<file path="src/rtl/imem_port_arbiter.sv">
// Round-robin arbiter sharing the instruction memory read port between fetch and
// data-side loads, with registered responses and a saturating conflict counter.
module imem_port_arbiter #(
    parameter int DEPTH = 1024
) (
    input  logic        clk,
    input  logic        rst,
    input  logic        f_req,
    input  logic [31:0] f_addr,
    input  logic        f_flush,
    output logic        f_gnt,
    output logic        f_rvalid,
    output logic [31:0] f_rdata,
    output logic        f_err,
    input  logic        d_req,
    input  logic [31:0] d_addr,
    output logic        d_gnt,
    output logic        d_rvalid,
    output logic [31:0] d_rdata,
    output logic        d_err,
    output logic [31:0] mem_raddr,
    output logic        mem_ren,
    input  logic [31:0] mem_dout,
    output logic [31:0] conflict_cnt
);

    localparam logic [29:0] WORDS = 30'(DEPTH);

    logic fq;
    logic dq;
    logic gnt_any;
    logic err_now;
    logic last_gnt;

    function automatic logic [31:0] sat_inc(input logic [31:0] v);
        return (v == 32'hFFFF_FFFF) ? v : v + 32'd1;
    endfunction

    // Arbitration and address select: last_gnt=1 means data won last, so fetch wins a tie
    always_comb begin
        fq        = f_req & ~f_flush & ~rst;
        dq        = d_req & ~rst;
        f_gnt     = fq & (~dq | last_gnt);
        d_gnt     = dq & ~f_gnt;
        gnt_any   = f_gnt | d_gnt;
        mem_raddr = d_gnt ? d_addr : f_addr;
        err_now   = (mem_raddr[1:0] != 2'b00) | (mem_raddr[31:2] >= WORDS);
        mem_ren   = gnt_any & ~err_now;
    end

    // Response stage: one-cycle pulse to the granted port, rdata held otherwise
    always_ff @(posedge clk) begin
        if (rst) begin
            f_rvalid     <= 1'b0;
            f_err        <= 1'b0;
            f_rdata      <= '0;
            d_rvalid     <= 1'b0;
            d_err        <= 1'b0;
            d_rdata      <= '0;
            last_gnt     <= 1'b1;
            conflict_cnt <= '0;
        end else begin
            f_rvalid <= f_gnt;
            f_err    <= f_gnt & err_now;
            d_rvalid <= d_gnt;
            d_err    <= d_gnt & err_now;
            if (f_gnt)
                f_rdata <= err_now ? 32'd0 : mem_dout;
            if (d_gnt)
                d_rdata <= err_now ? 32'd0 : mem_dout;
            if (gnt_any)
                last_gnt <= d_gnt;
            if (fq & dq)
                conflict_cnt <= sat_inc(conflict_cnt);
        end
    end

endmodule
</file>
<file path="config.mk">
export PLATFORM = sky130hd
export DESIGN_NAME = imem_port_arbiter
export DESIGN_NICKNAME = d
export VERILOG_FILES = /design/src/rtl/imem_port_arbiter.sv
export SDC_FILE = /design/constraint.sdc
export NUM_CORES = 1
export LEC_CHECK = 0
export CAP_MARGIN = 20
export CORE_UTILIZATION = 37
export DETAILED_ROUTE_END_ITERATION = 8
export GPL_ROUTABILITY_DRIVEN = 0
export PLACE_DENSITY_LB_ADDON = 0.08
export REMOVE_ABC_BUFFERS = 1
export SETUP_SLACK_MARGIN = 0.2
export SYNTH_ARGS = -nofsm -noshare
export SYNTH_HDL_FRONTEND = slang
export SYNTH_SLANG_ARGS = --single-unit
</file>
<file path="constraint.sdc">
create_clock -name clk -period 2.54 [get_ports clk]
set_clock_uncertainty 0.15 [all_clocks]
set_input_delay 0.381 -clock clk [delete_from_list [all_inputs] [get_ports clk]]
set_output_delay 0.381 -clock clk [all_outputs]
set_load 0.01 [all_outputs]
</file>
==> reports/results.tsv <==
stage	metric	value	unit
run_status	outcome	finished, final reports clean	
run	maxCapViolCount	0	
worst_setup_path	endpoint_kind	output port	
power_and_ir_drop	power	3.470	mW
power_and_ir_drop	irDropWorstVdd	0.3911	mV
worst_setup_path	cp_data_required_time	2.01	ns
logic_synthesis	synth-edff-count	0	
worst_setup_path	critPathArrivalTime	1.84	ns
finish	drive_gt1_frac	0.1927	
sta	rsz0062_at_grt	yes	
logic_synthesis	ys_types	46	
routing	drtIter0Drc	253	
power_and_ir_drop	leakage	3.235	nW
logic_synthesis	synth_common_cells	nand2_1 (107), dfxtp_1 (101), a22o_1 (64)	
logic_synthesis	netlist.top_cell.by_area	dfxtp_1	
routing	wire_per_inst	17.44	um
placed_design	dpl.hpwl	10890	um
logic_synthesis	syn_area_per_cell	8.756	um2
sta	tightestPinTransition	0.4616	ns
finish	finalInstanceArea	7674	um2
sta	setup_viol	0	
routing	wirelength	15770	um
clock_network	cts-root-buf	clkbuf_16	
sta	hold_violations	0	
logic_synthesis	synth_xor_area_frac	0.01245	
sta	fin_crit_sh	0.9341	
global_routing	overflow	0	
sta	relSlewSlack	0.6894	
logic_synthesis	yosys.area.top_type_share	0.4791	
global_routing	grt_pass1_vias	4598	
logic_synthesis	synth_mux_area_frac	0.01393	
logic_synthesis	ys_warn_count	0	
clock_network	cts.clk_slew.worst_paths	0.07	ns
finish	postLayoutCoreUtil	0.6987	
clock_network	clkLatencyLatePin	0.34	ns
floorplanning	die_h	108.8	um
routing	vias	4791	
worst_setup_path	worst_setup_path_start_kind	input pin	
floorplanning	dieWidth	108.8	um
finish	num-fill-cells	862	
placed_design	port_buffers	235	
logic_synthesis	synth_top_family_by_area	simple AND/OR/NAND/NOR gates	
floorplanning	start_util	0.3843	
sta	maxSlewViolCount	0	
routing	antenna_left	0	
placed_design	dpl_cell_area	6990	um2
worst_hold_path	hp-class	in -> reg	
logic_synthesis	synth-async-reset-ratio	0	
clock_network	h-tree-depth	3	
sta	setup_ws	0.1674	ns
clock_network	cts_tree	yes	
clock_network	cts_buffers	9	
floorplanning	dieArea	11840	um2
global_routing	antenna_found_initial	1	
global_routing	grt_util_all_layers	0.2587	
power_and_ir_drop	power_density	452.2	nW/um2
placed_design	pre_cts_ws	-0.5941	ns
logic_synthesis	synth_compound_area_frac	0.2013	
floorplanning	core_area	10980	um2
floorplanning	num_rows	38	
logic_synthesis	synth_cells	482	
clock_network	holdBufCountCts	0	
finish	synthToLayoutAreaGrowth	81.83	%
routing	firstDrtPassIters	5	
logic_synthesis	ys_seq_area_frac	0.4791	
floorplanning	ios	236	
sta	fmax	421.5	MHz
logic_synthesis	synth.most_common_cell	nand2_1	
global_routing	grt_max_degree	33	
logic_synthesis	synth_fa_ha_area_frac	0.002965	
logic_synthesis	yosys.area_share.simple	0.2541	
clock_network	clk_path_buf_depth	2	
routing	vias_per_cell	5.300	
clock_network	cts.sinks	101	
worst_setup_path	crit_fanout	2	
logic_synthesis	yosys_register_bits	101	
logic_synthesis	synthFlopType	dfxtp_1	
finish	fin_nets	860	
worst_setup_path	critPathKind	in -> out	
routing	drcViolationCount	0	
sta	post-route-min-period	2.373	ns
logic_synthesis	synth_area_leaders	dfxtp_1 (48%), a22o_1 (13%), nand2_1 (9.5%)	
logic_synthesis	netlist_area	4220	um2
global_routing	grt_pass1_wl	23690	um
placed cells by master (no fill, tap or decap), drive strengths merged, types with 2 or more instances in the layout:
cell and n:
clkdlybuf4s50 160, nand2 107, dfxtp 101, buf 69, a22o 64, clkbuf 22, dlymetal6s2s 21, nor2 21
a21oi 20, dlygate4sd2 20, o21ai 18, or3 17, nand3 17, clkdlybuf4s15 11, inv 11, nor4 10
or4 9, nor2b 8, nand4 8, o31ai 6, and3 4, nand2b 4, nor3 4, mux2 4
and4 3, xor2 3, xnor2 3, or2 2, a2111oi 2
report_power, final:
group,switching [mW],internal (mW)
sequential,0.00197,1.59
clock,0.629,0.809
combinational,0.202,0.241
total,0.834,2.64
metal layers:
layer,up-vias,routed length [um],global-route usage
met5,-,0,0
met4,0,523,0.1071
met3,42,1240,0.07890
met2,199,7790,0.4439
met1,2254,6215,0.2977
li1,2296,-,-
critical path, cell delays in order:
cell and delay, ns:
clkdlybuf4s15_1 0.20, or4_4 0.44, nor2_4 0.14, nand3_2 0.12, o22ai_4 0.21, nor3b_2 0.19, buf_2 0.15
cell type report:
cell class | count | area, um2 | area share
timing repair buffer | 294 | 2860 | 0.3727
multi-input combinational | 344 | 2255 | 0.2938
sequential | 101 | 2032 | 0.2648
clock buffer | 10 | 239.0 | 0.03114
tap | 140 | 175.2 | 0.02283
clock inverter | 6 | 75.07 | 0.009783
inverter | 8 | 35.03 | 0.004565
antenna | 1 | 2.502 | 0.0003261
repair_timing:
item                                    4_1_cts  5_1_grt
pin swaps                                    10       23
gates cloned                                  1        0
resized for setup                           115       93
endpoints found under the setup margin       44       56
buffers inserted                             12        9
through the flow:
stage | hold slack [ns] | cells | TNS, ns
after floorplan | 0.3001 | 453 | -92.62
after global placement | 0.3100 | 865 | -9.837
after detailed placement | 0.3124 | 865 | -10.81
after CTS | 0.3332 | 894 | 0
after global routing | 0.3399 | 904 | 0
final | 0.2935 | 904 | 0
final timing paths:
check / start / to / slack (ns) / cells past startpoint
setup reg to reg: conflict_cnt[1] / conflict_cnt[13] / 0.25 / 8
hold reg to reg: f_rdata[7] / f_rdata[7] / 0.33 / 1
setup / recovery: f_addr[28] / mem_ren / 0.17 / 7
hold / removal: d_req / last_gnt / 0.29 / 4
sequential cells by signal, summed over array words and instances, names as in the netlist:
signal        flops
f_err             1
f_rvalid          1
last_gnt          1
conflict_cnt     32
d_rvalid          1
d_rdata          32
f_rdata          32
d_err             1
logic make-up after synthesis:
kind of cell / count (synthesis)
xor gates and xnor gates: 6
and+or+nand+nor: 219
AOI/OAI and AO/OA: 113
buffers and inverters: 37
muxes: 5
DFF: 101
adders and majority gates: 1
Power figures use the tool's default switching activity.
